===== src/rtl/isp_frame_sequencer_if.sv =====
// Demosaic pipeline link for the ISP frame sequencer.
// Carries the shadowed geometry and pipeline reset toward the demosaic /
// white-balance stages, the pixel-valid and end-of-frame strobes back from
// them, and the RGB writeback strobe and address.
//   master : sequencer side (drives geometry, dm_reset, wr_en, wr_adr)
//   slave  : pipeline / writeback side
interface isp_frame_sequencer_if;

    localparam int unsigned GEOM_W = 16;
    localparam int unsigned ADR_W  = 32;

    logic [GEOM_W-1:0] dm_width;
    logic [GEOM_W-1:0] dm_height;
    logic [GEOM_W-1:0] dm_crop_w;
    logic [GEOM_W-1:0] dm_crop_h;
    logic              dm_reset;
    logic              dm_data_v;
    logic              dm_done;
    logic              wr_en;
    logic [ADR_W-1:0]  wr_adr;

    modport master (
        output dm_width,
        output dm_height,
        output dm_crop_w,
        output dm_crop_h,
        output dm_reset,
        input  dm_data_v,
        input  dm_done,
        output wr_en,
        output wr_adr
    );

    modport slave (
        input  dm_width,
        input  dm_height,
        input  dm_crop_w,
        input  dm_crop_h,
        input  dm_reset,
        output dm_data_v,
        output dm_done,
        input  wr_en,
        input  wr_adr
    );

endinterface


===== src/rtl/isp_frame_sequencer.sv =====
// ISP frame sequencer.
// Accepts a start request with a frame geometry, shadows the geometry to the
// demosaic pipeline, holds the pipeline in reset for two cycles, then counts
// valid pixels while generating RGB writeback addresses. A frame ends on the
// pipeline's end-of-frame strobe or on a stall watchdog expiry.
// Ports:
//   clk        : clock, rising edge
//   reset      : synchronous active-low reset
//   start      : frame request, honoured only while idle
//   cfg_*      : requested geometry (width, height, crop width, crop height)
//   dm         : pipeline link (geometry shadows, dm_reset, strobes, writeback)
//   busy       : frame in progress (clear, run or done)
//   frame_done : one-cycle end-of-frame pulse
//   err        : sticky errors {bad geometry, watchdog, pixel count mismatch}
//   pix_count  : saturating count of valid pixels in the current frame
module isp_frame_sequencer #(
    parameter logic [31:0] OUT_BASE  = 32'h0020_0000,
    parameter int unsigned TIMEOUT_W = 24
) (
    input  logic                  clk,
    input  logic                  reset,
    input  logic                  start,
    input  logic [15:0]           cfg_width,
    input  logic [15:0]           cfg_height,
    input  logic [15:0]           cfg_crop_w,
    input  logic [15:0]           cfg_crop_h,
    isp_frame_sequencer_if.master dm,
    output logic                  busy,
    output logic                  frame_done,
    output logic [2:0]            err,
    output logic [31:0]           pix_count
);

    localparam int unsigned GEOM_W  = 16;
    localparam int unsigned ADR_W   = 32;
    localparam int unsigned CNT_W   = 32;
    localparam int unsigned ERR_W   = 3;
    localparam int unsigned STATE_W = 2;

    localparam logic [STATE_W-1:0] S_IDLE  = 2'd0;
    localparam logic [STATE_W-1:0] S_CLEAR = 2'd1;
    localparam logic [STATE_W-1:0] S_RUN   = 2'd2;
    localparam logic [STATE_W-1:0] S_DONE  = 2'd3;

    localparam int unsigned ERR_COUNT = 0;
    localparam int unsigned ERR_WDOG  = 1;
    localparam int unsigned ERR_GEOM  = 2;

    localparam logic [GEOM_W-1:0] MIN_DIM = GEOM_W'(2);

    // State and registered outputs
    logic [STATE_W-1:0]   state_q,      state_nxt;
    logic                 clear_cnt_q,  clear_cnt_nxt;
    logic [TIMEOUT_W-1:0] wdog_q,       wdog_nxt;
    logic [GEOM_W-1:0]    width_q,      width_nxt;
    logic [GEOM_W-1:0]    height_q,     height_nxt;
    logic [GEOM_W-1:0]    crop_w_q,     crop_w_nxt;
    logic [GEOM_W-1:0]    crop_h_q,     crop_h_nxt;
    logic                 dm_reset_q,   dm_reset_nxt;
    logic                 wr_en_q,      wr_en_nxt;
    logic [ADR_W-1:0]     wr_adr_q,     wr_adr_nxt;
    logic                 busy_q,       busy_nxt;
    logic                 frame_done_q, frame_done_nxt;
    logic [ERR_W-1:0]     err_q,        err_nxt;
    logic [CNT_W-1:0]     pix_q,        pix_nxt;

    // Datapath helpers
    logic                 geom_ok_c;
    logic [CNT_W-1:0]     pix_inc_c;
    logic [CNT_W-1:0]     pix_final_c;
    logic [CNT_W-1:0]     frame_px_c;
    logic [TIMEOUT_W-1:0] wdog_inc_c;
    logic                 wdog_expire_c;

    assign geom_ok_c     = (cfg_width >= MIN_DIM) && (cfg_height >= MIN_DIM);
    assign pix_inc_c     = (pix_q == '1) ? pix_q : pix_q + CNT_W'(1);
    // Count including a valid pixel arriving in the same cycle as dm_done
    assign pix_final_c   = dm.dm_data_v ? pix_inc_c : pix_q;
    assign frame_px_c    = CNT_W'(width_q) * CNT_W'(height_q);
    assign wdog_inc_c    = wdog_q + TIMEOUT_W'(1);
    // Expires on the cycle the watchdog would step onto all-ones
    assign wdog_expire_c = !dm.dm_data_v && (wdog_inc_c == '1);

    // State register and registered outputs
    always_ff @(posedge clk) begin
        if (!reset) begin
            state_q      <= S_IDLE;
            clear_cnt_q  <= 1'b0;
            wdog_q       <= '0;
            width_q      <= '0;
            height_q     <= '0;
            crop_w_q     <= '0;
            crop_h_q     <= '0;
            dm_reset_q   <= 1'b1;
            wr_en_q      <= 1'b0;
            wr_adr_q     <= '0;
            busy_q       <= 1'b0;
            frame_done_q <= 1'b0;
            err_q        <= '0;
            pix_q        <= '0;
        end else begin
            state_q      <= state_nxt;
            clear_cnt_q  <= clear_cnt_nxt;
            wdog_q       <= wdog_nxt;
            width_q      <= width_nxt;
            height_q     <= height_nxt;
            crop_w_q     <= crop_w_nxt;
            crop_h_q     <= crop_h_nxt;
            dm_reset_q   <= dm_reset_nxt;
            wr_en_q      <= wr_en_nxt;
            wr_adr_q     <= wr_adr_nxt;
            busy_q       <= busy_nxt;
            frame_done_q <= frame_done_nxt;
            err_q        <= err_nxt;
            pix_q        <= pix_nxt;
        end
    end

    // Next-state and next-output logic
    always_comb begin
        state_nxt     = state_q;
        clear_cnt_nxt = clear_cnt_q;
        wdog_nxt      = wdog_q;
        width_nxt     = width_q;
        height_nxt    = height_q;
        crop_w_nxt    = crop_w_q;
        crop_h_nxt    = crop_h_q;
        wr_en_nxt     = 1'b0;
        wr_adr_nxt    = wr_adr_q;
        err_nxt       = err_q;
        pix_nxt       = pix_q;

        case (state_q)
            S_IDLE: begin
                if (start) begin
                    if (geom_ok_c) begin
                        width_nxt     = cfg_width;
                        height_nxt    = cfg_height;
                        crop_w_nxt    = cfg_crop_w;
                        crop_h_nxt    = cfg_crop_h;
                        err_nxt       = '0;
                        pix_nxt       = '0;
                        wdog_nxt      = '0;
                        clear_cnt_nxt = 1'b0;
                        state_nxt     = S_CLEAR;
                    end else begin
                        err_nxt[ERR_GEOM] = 1'b1;
                    end
                end
            end

            // Two-cycle pipeline flush
            S_CLEAR: begin
                if (clear_cnt_q) begin
                    state_nxt = S_RUN;
                end else begin
                    clear_cnt_nxt = 1'b1;
                end
            end

            S_RUN: begin
                wr_en_nxt = dm.dm_data_v;
                if (dm.dm_data_v) begin
                    wr_adr_nxt = OUT_BASE + pix_q;
                    pix_nxt    = pix_inc_c;
                    wdog_nxt   = '0;
                end else begin
                    wdog_nxt   = wdog_inc_c;
                end
                // End-of-frame outranks a simultaneous watchdog expiry
                if (dm.dm_done) begin
                    state_nxt = S_DONE;
                    if (pix_final_c != frame_px_c) begin
                        err_nxt[ERR_COUNT] = 1'b1;
                    end
                end else if (wdog_expire_c) begin
                    state_nxt         = S_DONE;
                    err_nxt[ERR_WDOG] = 1'b1;
                end
            end

            S_DONE: begin
                state_nxt = S_IDLE;
            end

            default: begin
                state_nxt = S_IDLE;
            end
        endcase

        // Status outputs follow the state being entered
        dm_reset_nxt   = (state_nxt != S_RUN);
        busy_nxt       = (state_nxt != S_IDLE);
        frame_done_nxt = (state_nxt == S_DONE);
    end

    assign dm.dm_width  = width_q;
    assign dm.dm_height = height_q;
    assign dm.dm_crop_w = crop_w_q;
    assign dm.dm_crop_h = crop_h_q;
    assign dm.dm_reset  = dm_reset_q;
    assign dm.wr_en     = wr_en_q;
    assign dm.wr_adr    = wr_adr_q;

    assign busy       = busy_q;
    assign frame_done = frame_done_q;
    assign err        = err_q;
    assign pix_count  = pix_q;

endmodule


===== src/flat_wrapper.sv =====
// flat-port wrapper written by rule: the top's interface ports become plain ports
module isp_frame_sequencer_flat 
#(
    parameter logic [31:0] OUT_BASE  = 32'h0020_0000,
    parameter int unsigned TIMEOUT_W = 24
)
  (clk, reset, start, cfg_width, cfg_height, cfg_crop_w, cfg_crop_h, busy, frame_done, err, pix_count, dm_dm_width, dm_dm_height, dm_dm_crop_w, dm_dm_crop_h, dm_dm_reset, dm_dm_data_v, dm_dm_done, dm_wr_en, dm_wr_adr);
  isp_frame_sequencer_if dm_i ();
  input  logic clk;
  input  logic reset;
  input  logic start;
  input  logic [15:0] cfg_width;
  input  logic [15:0] cfg_height;
  input  logic [15:0] cfg_crop_w;
  input  logic [15:0] cfg_crop_h;
  output logic busy;
  output logic frame_done;
  output logic [2:0] err;
  output logic [31:0] pix_count;
  output wire logic [$bits(dm_i.dm_width)-1:0] dm_dm_width;
  output wire logic [$bits(dm_i.dm_height)-1:0] dm_dm_height;
  output wire logic [$bits(dm_i.dm_crop_w)-1:0] dm_dm_crop_w;
  output wire logic [$bits(dm_i.dm_crop_h)-1:0] dm_dm_crop_h;
  output wire logic [$bits(dm_i.dm_reset)-1:0] dm_dm_reset;
  input wire logic [$bits(dm_i.dm_data_v)-1:0] dm_dm_data_v;
  input wire logic [$bits(dm_i.dm_done)-1:0] dm_dm_done;
  output wire logic [$bits(dm_i.wr_en)-1:0] dm_wr_en;
  output wire logic [$bits(dm_i.wr_adr)-1:0] dm_wr_adr;
  assign dm_dm_width = dm_i.dm_width;
  assign dm_dm_height = dm_i.dm_height;
  assign dm_dm_crop_w = dm_i.dm_crop_w;
  assign dm_dm_crop_h = dm_i.dm_crop_h;
  assign dm_dm_reset = dm_i.dm_reset;
  assign dm_i.dm_data_v = dm_dm_data_v;
  assign dm_i.dm_done = dm_dm_done;
  assign dm_wr_en = dm_i.wr_en;
  assign dm_wr_adr = dm_i.wr_adr;
  isp_frame_sequencer #(.OUT_BASE(OUT_BASE), .TIMEOUT_W(TIMEOUT_W)) u_core (.clk(clk), .reset(reset), .start(start), .cfg_width(cfg_width), .cfg_height(cfg_height), .cfg_crop_w(cfg_crop_w), .cfg_crop_h(cfg_crop_h), .dm(dm_i), .busy(busy), .frame_done(frame_done), .err(err), .pix_count(pix_count));
endmodule

===== config.mk =====
export PLATFORM = sky130hd
export DESIGN_NAME = isp_frame_sequencer_flat
export DESIGN_NICKNAME = d
export VERILOG_FILES = /design/src/rtl/isp_frame_sequencer_if.sv /design/src/rtl/isp_frame_sequencer.sv /design/src/flat_wrapper.sv
export SDC_FILE = /design/constraint.sdc
export NUM_CORES = 1
export LEC_CHECK = 0
export ABC_AREA = 1
export ABC_CLOCK_PERIOD_IN_PS = 8800
export CAP_MARGIN = 20
export CORE_MARGIN = 4
export CORE_UTILIZATION = 40
export DETAILED_ROUTE_END_ITERATION = 16
export GPL_TIMING_DRIVEN = 0
export MAX_ROUTING_LAYER = met4
export PLACE_DENSITY_LB_ADDON = 0.15
export SKIP_LAST_GASP = 1
export SYNTH_ARGS = -nofsm -noshare
export SYNTH_HDL_FRONTEND = slang
export SYNTH_SLANG_ARGS = --single-unit

===== constraint.sdc =====
create_clock -name clk -period 8.8 [get_ports clk]
set_clock_uncertainty 0.1 [all_clocks]
set_input_delay 2.64 -clock clk [delete_from_list [all_inputs] [get_ports clk]]
set_output_delay 2.64 -clock clk [all_outputs]
set_load 0.02 [all_outputs]

==> results of run 1 <==
kinds of logic (layout without fill, tap and decap cells):
kind of cell	count (synthesis)	in the layout	share of synthesized area, %
AOI/OAI and AO/OA	208	208	5.95
xor gates and xnor gates	44	44	2.14
adders and majority gates	302	302	29.0
buffers and inverters	633	865	13.4
DFF	162	162	18.0
and+or+nand+nor	1356	1356	31.5
per-layer routing:
metal,up-vias,wire length [µm]
met5,-,0
met4,0,1580
met3,68,2880
met2,421,27900
met1,8250,26100
li1,8632,-
critical path, delay by kind of cell, from the launching register on:
kind / cells / cell delay [ns]
fa+ha+maj: 7 / 3.52
simple gates: 15 / 1.79
buf+inv: 3 / 1.14
flops: 1 / 0.34
compound gates: 1 / 0.06
flip-flops by register name, summed over array words and instances (netlist names):
register	count
u_core.wdog_q	24
u_core.dm.dm_crop_w	16
u_core.clear_cnt_q	1
u_core.err	3
u_core.state_q	2
u_core.dm.dm_crop_h	16
u_core.dm.dm_reset	1
u_core.busy	1
u_core.pix_count	32
u_core.dm.wr_en	1
u_core.dm.wr_adr	32
u_core.frame_done	1
u_core.dm.dm_height	16
u_core.dm.dm_width	16
power breakdown:
group | total [mW] | switching (mW) | internal, mW
logic | 0.630 | 0.400 | 0.230
clock network | 0.741 | 0.341 | 0.399
registers | 0.775 | 0.0149 | 0.760
total | 2.15 | 0.756 | 1.39
synthesized netlist by cell type, types with 2 or more instances:
cell type | number | area, µm²
nand2_1 | 898 | 3370
inv_1 | 500 | 1880
nand3_1 | 195 | 976
fa_1 | 194 | 3880
dfxtp_1 | 162 | 3240
a21oi_1 | 155 | 776
nor2_1 | 152 | 571
ha_1 | 108 | 1350
clkbuf_1 | 101 | 379
o21ai_0 | 40 | 200
nand4_1 | 33 | 206
xor2_1 | 25 | 219
xnor2_1 | 19 | 166
buf_1 | 16 | 60.1
nor3_1 | 16 | 80.1
or2_2 | 15 | 93.8
nand3b_1 | 12 | 90.1
buf_2 | 8 | 40.0
nor4_1 | 7 | 43.8
nand2_2 | 6 | 37.5
nand3_2 | 5 | 50.1
nor2_2 | 5 | 31.3
nand2_4 | 4 | 45.0
o21bai_1 | 4 | 30.0
a31o_2 | 2 | 17.5
and2_1 | 2 | 12.5
buf_4 | 2 | 15.0
buf_6 | 2 | 22.5
clkinv_1 | 2 | 7.51
nor2_4 | 2 | 22.5
o21ai_1 | 2 | 10.0
o221ai_1 | 2 | 17.5
layout make-up:
cell class              instances  area (µm²)  share of cell area, %
plain buffers                 130         531                   2.49
clock buffers                  18         439                   2.06
clock inverters                13         124                  0.580
inverters                     503        1890                   8.85
multi-input cells            1910       12400                   57.9
flip-flops and latches        162        3240                   15.2
well taps                     592         741                   3.47
repair buffers                201        2010                   9.43
stage by stage:
step           cells  power (mW)  worst slack [ns]
3_3_place_gp    3498        1.42              1.59
6_report        3529        2.15              1.68
2_1_floorplan   2705        1.18              2.82
3_5_place_dp    3498        1.42              1.64
4_1_cts         3529        2.17              1.62
5_1_grt         3529        2.27              1.25
worst paths after layout:
path,end,cells past startpoint
hold / removal,u_core.err[0],2
setup reg to reg,u_core.err[0],26
setup / recovery,u_core.err[0],26
hold reg to reg,u_core.err[0],2
==> impl_metrics.env, run 1 <==
export IMPL_overflow=0
export IMPL_postRouteAntennaNets=0
export IMPL_fmax_mhz=141
export IMPL_rr_startpoint="u_core.dm.dm_width[4]"
export IMPL_drt_pass1_iterations=5
export IMPL_yosysSeqAreaShare_pct=18.0
export IMPL_status="finished, final reports clean"
export IMPL_root_buffer="clkbuf_16"
export IMPL_grt_first_pass_wirelength_um=95100
export IMPL_fin_nets=3296
export IMPL_track_usage_pct=25.6
export IMPL_path_max_fanout=10
export IMPL_arrival_ns=7.38
export IMPL_via_per_inst=4.92
export IMPL_slowest_stage="clkbuf_1"
export IMPL_syn_num_nets=3076
export IMPL_post_dp_cell_area_um2=20800
export IMPL_synthArstFlopShare_pct=0
export IMPL_floorplan_die_width_um=220
export IMPL_worst_pin_slew_ns=0.828
export IMPL_drcViolationCount=0
export IMPL_crit_path_end_kind="flop"
export IMPL_irDropWorstVdd_uv=130
export IMPL_final_cell_area_um2=21300
export IMPL_die_y_um=220
export IMPL_cts_buffers=17
export IMPL_hold_path_class="flop to flop"
export IMPL_p_per_area_nw_per_um2=101
export IMPL_wl_um=58500
export IMPL_critPathMaxStageDelay_ns=0.58
export IMPL_cts_resized=0
export IMPL_slew_headroom_pct=44.8
export IMPL_htreeDepth=4
export IMPL_fin_hold_ws_ns=0.352
export IMPL_fin_crit_sh_pct=80.9
export IMPL_hp_start="u_core.err[0]"
export IMPL_tritoncts="yes"
export IMPL_vias=17371
export IMPL_maxCapViolations=0
export IMPL_ys_warn_count=0
export IMPL_cp_start_kind="flop"
export IMPL_finalHoldViolCount=0
export IMPL_drt_iter0_markers=1105
export IMPL_power_leakage_nw=9.96
export IMPL_avgSynthCellArea_um2=6.66
export IMPL_critPathKind="flop to flop"
export IMPL_grt_pass1_vias=17644
export IMPL_grt_antenna_before_repair=0
export IMPL_drive_gt1_share_pct=2.93
export IMPL_routedWlPerCell_um=16.6
export IMPL_final_util_pct=48.1
export IMPL_setup_tns_final_ns=0
export IMPL_met3_usage_pct=4.05
export IMPL_slew_viol_final=0
export IMPL_die_area_um2=48500
export IMPL_crit_required_ns=9.06
export IMPL_nFillCells=4572
export IMPL_hpwl_um=49000
export IMPL_cts_hold_buf=0
export IMPL_ys_ff_latch=162
export IMPL_synth_cell_types=41
export IMPL_synthCells=2705
export IMPL_clkTransAtPathRegs_ns=0.07
export IMPL_num_antenna_cells=0
export IMPL_synth_edff_count=0
export IMPL_cts_setup_buffers=0
export IMPL_ios=204
export IMPL_numPortBuffers=201
export IMPL_grt_max_degree=17
export IMPL_place_gp_congestion=0.954
export IMPL_cts_sinks=162
export IMPL_worstSetupStartpoint="u_core.dm.dm_width[4]"
export IMPL_crit_top_cell="nand2_1"
export IMPL_fp_row_count=77
export IMPL_use_met2_pct=41.7
export IMPL_setup_viol=0
export IMPL_core_area_um2=44400
export IMPL_cts_buffer_depth=2
export IMPL_period_minus_slack_ns=7.12
export IMPL_final_cell_mix="nand2_1 (898), inv_1 (500), clkdlybuf4s50_1 (201), nand3_1 (195), fa_1 (194)"
export IMPL_top_usage_layer="met2"
export IMPL_synth_flop_cell="dfxtp_1"
export IMPL_final_common_cell="nand2_1"
export IMPL_clk_latency_ns=0.48
export IMPL_netlist_area_um2=18000
export IMPL_reg2reg_slack_ns=1.68
export IMPL_grt_setup_unrepaired="false"
export IMPL_gr_usage_met1_pct=33.1
export IMPL_initial_core_util_pct=40.6
export IMPL_synthToLayoutAreaGrowth_pct=18.4
(Power assumes the default switching activity.)
==> run 2: changes to the inputs <==
--- a/config.mk
+++ b/config.mk
@@ -6,7 +6,7 @@
 export NUM_CORES = 1
 export LEC_CHECK = 0
 export ABC_AREA = 1
-export ABC_CLOCK_PERIOD_IN_PS = 8800
+export ABC_CLOCK_PERIOD_IN_PS = 6600
 export CAP_MARGIN = 20
 export CORE_MARGIN = 4
 export CORE_UTILIZATION = 40
==> constraint.sdc (replaced) <==
create_clock -name clk -period 6.6 [get_ports clk]
set_clock_uncertainty 0.1 [all_clocks]
set_input_delay 1.98 -clock clk [delete_from_list [all_inputs] [get_ports clk]]
set_output_delay 1.98 -clock clk [all_outputs]
set_load 0.02 [all_outputs]
==> run 2 against run 1 <==
Design area is 0.40% higher; maximum frequency is 14% higher; via count is 0.89% lower; routed wire length is 0.81% lower; register-to-register slack worse by 1.3 ns; non-clock buffer count is 36 lower; sequential power is 39% higher; count of clock-buffer cells in the layout stayed put; cell count is 1.0% lower; sequential cell count stayed put; global-route usage is 0.13 points lower; highest routed layer unchanged.
==> impl_metrics.env, run 2 (synthesis results as in run 1) <==
export IMPL_drt_iter0_markers=1029
export IMPL_place_ws_ns=-0.563
export IMPL_grt_pass1_vias=17606
export IMPL_vias=17217
export IMPL_ios=204
export IMPL_slew_headroom_pct=41.6
export IMPL_fin_crit_sh_pct=94.5
export IMPL_final_common_cell="nand2_1"
export IMPL_numPortBuffers=201
export IMPL_grt_setup_unrepaired="false"
export IMPL_finalHoldViolCount=0
export IMPL_post_dp_cell_area_um2=20800
export IMPL_cts_buffer_depth=2
export IMPL_clkTransAtPathRegs_ns=0.07
export IMPL_dp_cells=3498
export IMPL_status="finished, final reports clean"
export IMPL_synthToLayoutAreaGrowth_pct=18.9
export IMPL_cp_start_kind="flop"
export IMPL_critPathMaxStageDelay_ns=0.56
export IMPL_period_minus_slack_ns=6.24
export IMPL_overflow=0
export IMPL_drcViolationCount=0
export IMPL_crit_path_end_kind="flop"
export IMPL_critPathKind="flop to flop"
export IMPL_wl_um=58000
export IMPL_place_gp_congestion=0.954
export IMPL_grt_first_pass_wirelength_um=94500
export IMPL_fin_nets=3260
export IMPL_slowest_stage="fa_1"
export IMPL_setup_tns_final_ns=0
export IMPL_clk_latency_ns=0.48
export IMPL_worst_slack_ns=0.361
export IMPL_num_antenna_cells=0
export IMPL_irDropWorstVdd_uv=173
export IMPL_die_y_um=220
export IMPL_crit_buf_inv=4
export IMPL_routedWlPerCell_um=16.6
export IMPL_postRouteAntennaNets=0
export IMPL_grt_antenna_before_repair=0
export IMPL_via_per_inst=4.93
export IMPL_hp_start="u_core.err[0]"
export IMPL_drt_pass1_iterations=6
export IMPL_hold_path_class="flop to flop"
export IMPL_die_area_um2=48500
export IMPL_final_cells=3493
export IMPL_cts_buffers=17
export IMPL_fmax_mhz=160
export IMPL_grt_max_degree=19
export IMPL_crit_required_ns=6.86
export IMPL_worstSetupStartpoint="u_core.dm.dm_width[4]"
export IMPL_drive_gt1_share_pct=5.31
export IMPL_slew_viol_final=0
export IMPL_final_util_pct=48.2
export IMPL_fin_hold_ws_ns=0.351
export IMPL_path_max_fanout=10
export IMPL_path_delay_family="adder cells"
export IMPL_worst_pin_slew_ns=0.876
export IMPL_hpwl_um=49000
export IMPL_arrival_ns=6.50
export IMPL_finalPower_mw=2.87
export IMPL_final_cell_mix="nand2_1 (897), inv_1 (500), clkdlybuf4s50_1 (201), nand3_1 (194), fa_1 (191)"
export IMPL_floorplan_die_width_um=220
export IMPL_rr_startpoint="u_core.dm.dm_width[4]"
export IMPL_crit_top_cell="nand2_1"
export IMPL_root_buffer="clkbuf_16"
export IMPL_initial_core_util_pct=40.6
export IMPL_cts_hold_buf=0
export IMPL_core_area_um2=44400
export IMPL_power_leakage_nw=10.0
export IMPL_fp_row_count=77
export IMPL_final_cell_area_um2=21400
export IMPL_maxCapViolations=0
export IMPL_setup_viol=0
export IMPL_track_usage_pct=25.5
export IMPL_p_per_area_nw_per_um2=134
export IMPL_tritoncts="yes"
export IMPL_cts_sinks=162
export IMPL_htreeDepth=4
run 2: worst paths after layout:
check	to	slack, ns	cells past startpoint
worst min register to register	u_core.err[0]	0.35	2
worst max register to register	u_core.err[0]	0.36	27
worst min-delay path	u_core.err[0]	0.35	2
worst max-delay path	u_core.err[0]	0.36	27
run 2: cell type report:
type / instances / area (µm²)
buffer: 94 / 495
fill: 4557 / 23000
multi-input combinational: 1910 / 12400
inverter: 503 / 1890
sequential: 162 / 3320
timing repair buffer: 201 / 2010
clock buffer: 18 / 439
tap: 592 / 741
clock inverter: 13 / 124
run 2: worst reg2reg max path, stage by stage, from the launching register on:
cell and delay [ns]:
dfxtp_1 0.34, buf_4 0.24, buf_6 0.19, nand2_1 0.09
fa_1 0.52, fa_1 0.54, fa_1 0.55, fa_1 0.53
fa_1 0.56, inv_1 0.06, fa_1 0.48, ha_2 0.39
nand2_1 0.11, inv_1 0.08, nand2_1 0.08, nor2_2 0.15
and2_1 0.14, nand2_1 0.10, nand3_1 0.16, nand2_1 0.07
nand2_1 0.06, nand2_1 0.07, nor2_1 0.09, nand2_1 0.05
nor2_1 0.10, nand3_1 0.12, nand2_1 0.10, a21oi_1 0.06
run 2: what timing repair did:
| action | in CTS | in global routing |
|---|---|---|
| setup buffers | 0 | 0 |
| endpoints found under the hold margin | 0 | 0 |
| gates cloned | 0 | 0 |
| pin swaps | 0 | 2 |
| setup endpoints to repair | 1 | 1 |
| gates resized for setup | 54 | 95 |
run 2: report_power, final:
part / total, mW / leakage (nW) / internal (mW) / switching, mW
combinational: 0.798 / 8.41 / 0.313 / 0.485
sequential: 1.08 / 1.33 / 1.01 / 0.0656
clock: 0.989 / 0.283 / 0.533 / 0.457
run 2: routing by layer:
metal  vias to the layer above  routed length (µm)  GRT usage (%)
met5                         -                   0              -
met4                         0                1900           8.75
met3                        89                2830           4.49
met2                       434               27200           40.8
met1                      8136               26100           32.8
li1                       8558                   -              -
